--- src/rtl/deal_sequencer_if.sv ---
// Dealer-side handshake bundle for deal_sequencer: deck clear pulse plus the
// draw request / acknowledge exchange carrying the dealt card id.
interface deal_sequencer_if;
    logic       deck_clear;
    logic       draw_req;
    logic       draw_ack;
    logic       draw_ok;
    logic [5:0] draw_card;

    modport master (
        output deck_clear,
        output draw_req,
        input  draw_ack,
        input  draw_ok,
        input  draw_card
    );

    modport slave (
        input  deck_clear,
        input  draw_req,
        output draw_ack,
        output draw_ok,
        output draw_card
    );
endinterface

--- src/rtl/deal_sequencer.sv ---
// Hand-level Texas Hold'em deal controller: hole cards, then flop/turn/river on advance.
// Define DEAL_BURN_EN to insert one burn draw ahead of the flop, turn and river.
module deal_sequencer #(
    parameter int NUM_PLAYERS = 4,
    parameter int MAX_RETRY   = 15
) (
    input  logic             clk,
    input  logic             reset,
    input  logic             new_hand,
    input  logic             advance,
    deal_sequencer_if.master dealer,
    output logic [5:0]       card_out,
    output logic             card_valid,
    output logic [3:0]       card_dest,
    output logic [2:0]       street,
    output logic             wait_adv,
    output logic             busy,
    output logic             error
);
`ifdef DEAL_BURN_EN
    localparam bit BURN = 1'b1;
`else
    localparam bit BURN = 1'b0;
`endif
    localparam int HOLE  = 2 * NUM_PLAYERS;
    localparam int TOTAL = HOLE + (BURN ? 8 : 5);
    localparam int IW    = $clog2(TOTAL + 1);

    typedef enum logic [2:0] {IDLE, CLEAR, REQ, RESP, PAUSE, DONE, ERR} state_t;

    state_t        state;
    logic [IW-1:0] idx;
    logic [7:0]    retry;
    logic [8:0]    retry_inc;
    logic          resp_ok;

    assign retry_inc = {1'b0, retry} + 9'd1;

    // Draw indices at which a new street begins; with burns enabled these are the burn draws.
    function automatic logic is_street_start(input logic [IW-1:0] ix);
        int i;
        i = int'(ix);
        if (BURN) return (i == HOLE) || (i == HOLE + 4) || (i == HOLE + 6);
        return (i == HOLE) || (i == HOLE + 3) || (i == HOLE + 4);
    endfunction

    function automatic logic is_burn(input logic [IW-1:0] ix);
        return BURN && is_street_start(ix);
    endfunction

    function automatic logic [3:0] dest_of(input logic [IW-1:0] ix);
        int i;
        int slot;
        i = int'(ix);
        if (i < NUM_PLAYERS) return 4'(i);
        if (i < HOLE)        return 4'(i - NUM_PLAYERS);
        if (!BURN)              slot = i - HOLE;
        else if (i < HOLE + 4)  slot = i - HOLE - 1;
        else if (i < HOLE + 6)  slot = 3;
        else                    slot = 4;
        return 4'(8 + slot);
    endfunction

    // NOTE: every register here uses non-blocking assignment so all state and
    // outputs update together at the edge regardless of statement order.
    always_ff @(posedge clk) begin
        if (reset) begin
            state             <= IDLE;
            idx               <= '0;
            retry             <= '0;
            resp_ok           <= 1'b0;
            dealer.deck_clear <= 1'b0;
            dealer.draw_req   <= 1'b0;
            card_out          <= '0;
            card_valid        <= 1'b0;
            card_dest         <= '0;
            street            <= '0;
            wait_adv          <= 1'b0;
            busy              <= 1'b0;
            error             <= 1'b0;
        end else begin
            dealer.deck_clear <= 1'b0;
            card_valid        <= 1'b0;
            case (state)
                IDLE, DONE, ERR: begin
                    if (new_hand) begin
                        state             <= CLEAR;
                        idx               <= '0;
                        retry             <= '0;
                        dealer.deck_clear <= 1'b1;
                        street            <= 3'd1;
                        busy              <= 1'b1;
                        error             <= 1'b0;
                    end
                end
                CLEAR: begin
                    state           <= REQ;
                    dealer.draw_req <= 1'b1;
                end
                REQ: begin
                    if (dealer.draw_ack) begin
                        dealer.draw_req <= 1'b0;
                        resp_ok         <= dealer.draw_ok;
                        if (dealer.draw_ok) begin
                            state <= RESP;
                            retry <= '0;
                            idx   <= idx + 1'b1;
                            if (!is_burn(idx)) begin
                                card_out   <= dealer.draw_card;
                                card_valid <= 1'b1;
                                card_dest  <= dest_of(idx);
                            end
                        end else if (retry_inc > 9'(MAX_RETRY)) begin
                            state  <= ERR;
                            street <= 3'd7;
                            busy   <= 1'b0;
                            error  <= 1'b1;
                        end else begin
                            state <= RESP;
                            retry <= retry_inc[7:0];
                        end
                    end
                end
                RESP: begin
                    if (!resp_ok) begin
                        state           <= REQ;
                        dealer.draw_req <= 1'b1;
                    end else if (int'(idx) == TOTAL) begin
                        state  <= DONE;
                        street <= 3'd5;
                        busy   <= 1'b0;
                    end else if (is_street_start(idx)) begin
                        state    <= PAUSE;
                        wait_adv <= 1'b1;
                    end else begin
                        state           <= REQ;
                        dealer.draw_req <= 1'b1;
                    end
                end
                PAUSE: begin
                    if (advance) begin
                        state           <= REQ;
                        dealer.draw_req <= 1'b1;
                        wait_adv        <= 1'b0;
                        street          <= street + 3'd1;
                    end
                end
                default: state <= IDLE;
            endcase
        end
    end
endmodule

--- src/flat_wrapper.sv ---
// flat-port wrapper written by rule: the top's interface ports become plain ports
module deal_sequencer_flat 
#(
    parameter int NUM_PLAYERS = 4,
    parameter int MAX_RETRY   = 15
)
  (clk, reset, new_hand, advance, card_out, card_valid, card_dest, street, wait_adv, busy, error, dealer_deck_clear, dealer_draw_req, dealer_draw_ack, dealer_draw_ok, dealer_draw_card);
  deal_sequencer_if dealer_i ();
  input  logic clk;
  input  logic reset;
  input  logic new_hand;
  input  logic advance;
  output logic [5:0] card_out;
  output logic card_valid;
  output logic [3:0] card_dest;
  output logic [2:0] street;
  output logic wait_adv;
  output logic busy;
  output logic error;
  output wire logic [$bits(dealer_i.deck_clear)-1:0] dealer_deck_clear;
  output wire logic [$bits(dealer_i.draw_req)-1:0] dealer_draw_req;
  input wire logic [$bits(dealer_i.draw_ack)-1:0] dealer_draw_ack;
  input wire logic [$bits(dealer_i.draw_ok)-1:0] dealer_draw_ok;
  input wire logic [$bits(dealer_i.draw_card)-1:0] dealer_draw_card;
  assign dealer_deck_clear = dealer_i.deck_clear;
  assign dealer_draw_req = dealer_i.draw_req;
  assign dealer_i.draw_ack = dealer_draw_ack;
  assign dealer_i.draw_ok = dealer_draw_ok;
  assign dealer_i.draw_card = dealer_draw_card;
  deal_sequencer #(.NUM_PLAYERS(NUM_PLAYERS), .MAX_RETRY(MAX_RETRY)) u_core (.clk(clk), .reset(reset), .new_hand(new_hand), .advance(advance), .dealer(dealer_i), .card_out(card_out), .card_valid(card_valid), .card_dest(card_dest), .street(street), .wait_adv(wait_adv), .busy(busy), .error(error));
endmodule
--- config.mk ---
export PLATFORM = sky130hd
export DESIGN_NAME = deal_sequencer_flat
export DESIGN_NICKNAME = d
export VERILOG_FILES = /design/src/rtl/deal_sequencer_if.sv /design/src/rtl/deal_sequencer.sv /design/src/flat_wrapper.sv
export SDC_FILE = /design/constraint.sdc
export NUM_CORES = 1
export LEC_CHECK = 0
export CORE_ASPECT_RATIO = 1.2
export CORE_MARGIN = 2
export CORE_UTILIZATION = 52
export CTS_CLUSTER_DIAMETER = 30
export DETAILED_ROUTE_END_ITERATION = 7
export PLACE_DENSITY_LB_ADDON = 0.15
export REMOVE_ABC_BUFFERS = 1
export SLEW_MARGIN = 30
export SYNTH_ARGS = -nofsm -noshare
export SYNTH_HDL_FRONTEND = slang
export SYNTH_SLANG_ARGS = --single-unit
--- constraint.sdc ---
create_clock -name clk -period 2.4 [get_ports clk]
set_clock_uncertainty 0.2 [all_clocks]
set_input_delay 0.6 -clock clk [delete_from_list [all_inputs] [get_ports clk]]
set_output_delay 0.6 -clock clk [all_outputs]
set_load 0.05 [all_outputs]
==> summary.txt, run 1 <==
Status - finished, final reports clean
#FFs+latches synth - 35
Area Growth Syn to Fin - 34.71%
Crit path capture type - register
CP startpoint kind - input pin
Die H - 67.58 um
Largest net degree at the start of global routing - 18
Final setup fails - 0
Fmax achieved - 442.0 MHz
Ant. Diodes - 0
Max Buffers Root-to-Sink - 2
Total number of H-tree levels - 2
I/O pin total - 31
Global route hottest layer - met2
Sequential fraction of the synthesis area - 40.00%
Post-Syn Area - 0.001752 mm2
GR met3 Demand/Resource - 4.789%
CP Max Fanout - 3
Avg Cell Area, Syn - 8.110 um2
Final nets - 284
Grt met2 use - 43.25%
Vias/cell - 5.576
Clock transition at path regs - 70 ps
DR WL/cell - 13.64 um
Grt met1 use - 25.61%
Min-delay worst type - register to register
Number of CTS-inserted buffers - 5
Core area - 0.003281 mm2
Fin. max-slew vios - 0
Worst-case reg-to-reg path depth - 7
R2r startpoint - u_core.retry[1]
Final Wtd Congestion - 0.8868
Final worst path period need - 2263 ps
Yosys cell types - 45
Root Driver - clkbuf_8
First-pass GRT wire length - 6803 um
Synth area leaders - dfxtp_1 (40%), nand2_1 (7.3%), a21oi_1 (6.9%)
Worst skew pair latency - 290 ps
Most frequent cell after synthesis - dfxtp_1
Count of final hold-check violations - 0
Pre-Repair DR Iteration Count - 4
Fillers - 268
FFs w/ async S/R, synth - 0%
Initial Util - 53.39%
Drt drc - 0
Vias in the first global route - 1497
Multi-input logic area - 974.7 um2
Synth top cells by count - dfxtp_1 (35), nand2_1 (34), a21oi_1 (24)
Yosys warnings - 0
WL final - 4147 um
Fraction of layout cells with a size suffix above 1 - 13.86%
Site Rows - 23
Die Area - 0.003851 mm2
Via count - 1695
Initial antenna violation count - 0
Grt ovf - 0
Main synth FF type - dfxtp_1
Total global-route track usage - 22.88%
Post-CTS Setup Bufs - 0
1st-iter DRT viols - 62
Worst hold margin - 253.0 ps
Leak - 0.8933 nW
TritonCTS clock tree - built
Power density over the cells - 939.9 mW/mm2
Reg area - 700.7 um2
Share of the synthesized area in the top cell type - 40.00%
Number of flops mapped to enable cells by yosys - 0
Cell area after layout - 0.002360 mm2
RSZ-0062 raised after global routing - no
Kind of critical path - input pin to register
Critical Path AT - 2240 ps
Reg-to-reg slack, setup - 140 ps
Max VDD drop - 0.0007892 V
Hold Path End - u_core.card_dest[2]
Cells after Synth - 216
Antenna viol nets, final - 0
Placed cell areas - 0.002228 mm2
Max-cap viol count - 0
Clock sink count - 35
Yosys top cell by area - dfxtp_1
Worst Hold Path Cells - 2
Hold Crit Start - u_core.card_dest[2]
Slew headroom - 65.66%
Reg-to-Reg End - u_core.retry[3]
Hold buffer count at CTS - 0
WP data required - 2370 ps
Number of I/O port buffers - 30
HPWL Detailed - 3156 um
Die Wd - 56.98 um
Period utilisation layout - 94.28%
Worst slew pin tran - 513.4 ps
-- cells by family (layout without fill, tap and decap cells) --
logic type	Yosys count	in the layout	synth area share [%]
adder cells (fa/ha/maj)	6	6	4.286
buffers and inverters	20	71	5.072
AO/OA/AOI/OAI	56	56	20.00
AND/OR/NAND/NOR	91	91	26.50
multiplexers	2	2	1.143
XOR/XNOR	6	6	3.000
flip-flops	35	35	40.00
-- sequential cells by signal, indices dropped and copies added (netlist names) --
| name | count |
|---|---|
| u_core.card_out | 6 |
| u_core.resp_ok | 1 |
| u_core.card_valid | 1 |
| u_core.dealer.draw_req | 1 |
| u_core.state | 3 |
| u_core.retry | 8 |
| u_core.busy | 1 |
| u_core.error | 1 |
| u_core.street | 3 |
| u_core.idx | 4 |
| u_core.wait_adv | 1 |
| u_core.dealer.deck_clear | 1 |
| u_core.card_dest | 4 |
-- metal layers --
metal  part of all wire (%)  wire (um)
met5                      0          0
met4                    1.4         56
met3                    3.5        147
met2                     51       2131
met1                     44       1811
-- worst max path at each step --
stage                          startpoint               end  slack, ps  cells after the start
after floorplan           u_core.retry[0]   u_core.retry[2]         80                      7
after global placement           new_hand   u_core.retry[3]       -250                      6
after detailed placement         new_hand   u_core.retry[2]       -300                      6
after CTS                        new_hand   u_core.retry[2]         30                      6
after global routing      dealer_draw_ack  u_core.street[1]          3                      7
final                     dealer_draw_ack  u_core.street[2]        140                      8
-- layout by cell type, fill, tap and decap left out, drive strengths merged, types with 2 or more instances in the layout --
cell type / n
nand4: 2
a31oi: 3
nor3: 3
nand3: 5
nand2b: 8
buf: 22
or4: 2
o211a: 2
and3: 4
ha: 6
a221oi: 2
or3: 3
clkdlybuf4s50: 29
nor3b: 4
clkinv: 2
inv: 11
xnor2: 2
o21ai: 10
a21oi: 24
o31ai: 2
dfxtp: 35
o211ai: 4
xor2: 4
a22oi: 2
a211oi: 2
nor2: 20
nand2: 34
mux2i: 2
clkbuf: 5
-- stage by stage --
| step | TNS [ps] | total power (W) | setup WS, ps | util, % | instances |
|---|---|---|---|---|---|
| 2_1_floorplan | 0 | 0.001316 | 81.47 | - | 207 |
| 3_3_place_gp | -1987 | 0.001662 | -246.3 | 67.93 | 296 |
| 3_5_place_dp | -2650 | 0.001676 | -296.9 | 67.93 | 296 |
| 4_1_cts | 0 | 0.002207 | 29.04 | 71.36 | 304 |
| 5_1_grt | 0 | 0.002342 | 2.802 | 71.93 | 304 |
| 6_report | 0 | 0.002218 | 137.3 | 71.93 | 304 |
-- report_power, final --
part           internal (W)  switching, W  leakage [nW]  total (W)
Combinational      0.000412      0.000545         0.551   0.000957
Clock              0.000309      0.000222        0.0581   0.000531
Sequential         0.000654     0.0000760         0.284   0.000729
Total               0.00138      0.000843         0.893    0.00222
-- repair_timing --
item,in CTS,in global routing
pin swaps,2,6
resized for setup,0,6
endpoints found under the setup margin,2,5
-- critical path, stage by stage --
cell             delay, ps
clkdlybuf4s50_1        490
mux2i_1                120
a22oi_1                280
o41a_1                 220
o311a_1                200
buf_4                  120
o211a_1                140
o21ai_0                 70
-- cell type report --
class,count,share of cell area [%]
clock buffers,5,2.916
clock inverters,3,1.856
inverters,11,1.750
multi-input cells,161,41.30
flip-flops and latches,35,29.69
well taps,37,1.962
repair buffers,52,20.52
(Power assumes the default switching activity.)
==> run 2, diff against run 1 <==
--- a/config.mk
+++ b/config.mk
@@ -5,7 +5,7 @@
 export SDC_FILE = /design/constraint.sdc
 export NUM_CORES = 1
 export LEC_CHECK = 0
-export CORE_ASPECT_RATIO = 1.2
+export CORE_ASPECT_RATIO = 1.1
 export CORE_MARGIN = 2
 export CORE_UTILIZATION = 52
 export CTS_CLUSTER_DIAMETER = 30
==> run 2 against run 1 <==
Sequential cell count did not move. Highest routed layer unchanged. Sequential share of layout area rose by 0.71 points. Sequential power rose by 2%. Total power fell by 4.5%. Maximum frequency fell by 2.4%.
==> summary.txt, run 2 (synthesis gave the netlist of run 1 again) <==
Status - finished, final reports clean
Critical Path Max Stage Delay - 810 ps
Number of I/O port buffers - 30
Power density over the cells - 913.0 mW/mm2
Die H - 64.87 um
Max-cap viol count - 0
Antenna viol nets, final - 0
CP delay by family, top - buffers and inverters
Final nets - 284
CP startpoint kind - register
Crit path capture type - primary output
Kind of critical path - register to primary output
First-pass GRT wire length - 7017 um
Number of CTS-inserted buffers - 5
Initial Util - 53.48%
Final worst path period need - 2317 ps
Root Driver - clkbuf_4
Clock sink count - 35
Via count - 1646
Min-delay worst type - register to register
Crit-path slowest cell - clkdlybuf4s50_1
Largest net degree at the start of global routing - 34
I/O pin total - 31
RSZ-0062 raised after global routing - no
DR WL/cell - 12.96 um
Worst slew pin tran - 506.2 ps
Fraction of layout cells with a size suffix above 1 - 14.61%
Fin. max-slew vios - 0
1st-iter DRT viols - 93
Fillers - 289
Most frequent cells in the layout - nand2_1 (33), dfxtp_1 (33), clkdlybuf4s50_1 (29)
Top reg by flops - u_core.retry
Die Wd - 59.34 um
TritonCTS clock tree - built
WL final - 3926 um
Ant. Diodes - 0
Max reg flops - 8
Final Util - 70.86%
Pre-CTS setup slack - -401.6 ps
Leak - 0.8737 nW
Max VDD drop - 0.0006601 V
HPWL Detailed - 2863 um
Critical Path AT - 1520 ps
Regs by FF count - u_core.retry: 8 flops, u_core.card_out: 6 flops
Vias/cell - 5.432
Critical path buffers and inverters - 1
Crit-path cells - clkdlybuf4s50_1
Area Growth Syn to Fin - 32.50%
Die Area - 0.003849 mm2
Pre-Repair DR Iteration Count - 4
Max Buffers Root-to-Sink - 2
Total number of H-tree levels - 2
Hold buffer count at CTS - 0
Site Rows - 22
Drt drc - 0
Slew headroom - 65.90%
Worst skew pair latency - 340 ps
Clock transition at path regs - 110 ps
Setup WS post-layout - 82.72 ps
Initial antenna violation count - 0
Non-filler cells, final - 303
Period utilisation layout - 96.55%
Count of final hold-check violations - 0
Final setup fails - 0
Grt ovf - 0
Final Wtd Congestion - 0.8642
Vias in the first global route - 1594
Number of cells after detailed placement - 295
Total global-route track usage - 23.55%
Reg-to-reg slack, setup - 100 ps
Core area - 0.003276 mm2
WP data required - 1600 ps
CP Max Fanout - 3
Fmax achieved - 431.5 MHz
Post-CTS Setup Bufs - 0
run 2: final timing paths:
kind,start,endpoint,cells past startpoint
max,u_core.street[0],street[0],1
min,u_core.card_out[4],u_core.card_out[4],2
max reg2reg,u_core.retry[0],u_core.retry[1],8
min reg2reg,u_core.card_out[4],u_core.card_out[4],2
run 2: power breakdown:
part	leakage (nW)	internal, W	switching (W)
sequential	0.285	0.000655	0.0000922
combinational	0.543	0.000421	0.000522
clock	0.0452	0.000219	0.000210
total	0.874	0.00129	0.000825
run 2: area by class of cell:
| class | count | area [um2] | share of cell area (%) |
|---|---|---|---|
| clock buffers | 5 | 37.54 | 1.617 |
| clock inverters | 3 | 43.79 | 1.887 |
| inverters | 11 | 41.29 | 1.779 |
| multi-input cells | 161 | 970.9 | 41.83 |
| flip-flops and latches | 35 | 705.7 | 30.40 |
| well taps | 36 | 45.04 | 1.941 |
| repair buffers | 52 | 476.7 | 20.54 |
run 2: repair_timing:
item / CTS / global route
pin swaps: 0 / 1
endpoints found under the setup margin: 2 / 7
resized for setup: 1 / 6
run 2: stage by stage:
| step | area (um2) | power [W] | hold slack (ps) | TNS, ps |
|---|---|---|---|---|
| 2_1_floorplan | 1704 | 0.001316 | 230.1 | 0 |
| 3_3_place_gp | 2227 | 0.001686 | 240.4 | -2755 |
| 3_5_place_dp | 2227 | 0.001700 | 245.8 | -3692 |
| 4_1_cts | 2307 | 0.002135 | 262.4 | 0 |
| 5_1_grt | 2321 | 0.002269 | 282.5 | 0 |
| 6_report | 2321 | 0.002119 | 261.2 | 0 |
run 2: routing by layer:
layer | GRT usage, % | vias to the layer above | wire length [um]
li1 | - | 857 | -
met1 | 29.88 | 743 | 1809
met2 | 36.95 | 36 | 1809
met3 | 6.387 | 10 | 203
met4 | 9.943 | 0 | 104
met5 | 0 | - | 0
==> run 3, diff against run 2 <==
--- a/config.mk
+++ b/config.mk
@@ -8,7 +8,7 @@
 export CORE_ASPECT_RATIO = 1.1
 export CORE_MARGIN = 2
 export CORE_UTILIZATION = 52
-export CTS_CLUSTER_DIAMETER = 30
+export CTS_CLUSTER_DIAMETER = 150
 export DETAILED_ROUTE_END_ITERATION = 7
 export PLACE_DENSITY_LB_ADDON = 0.15
 export REMOVE_ABC_BUFFERS = 1
==> results of run 3 <==
No change in the layout: final DEF, timing and power equal those of run 2.
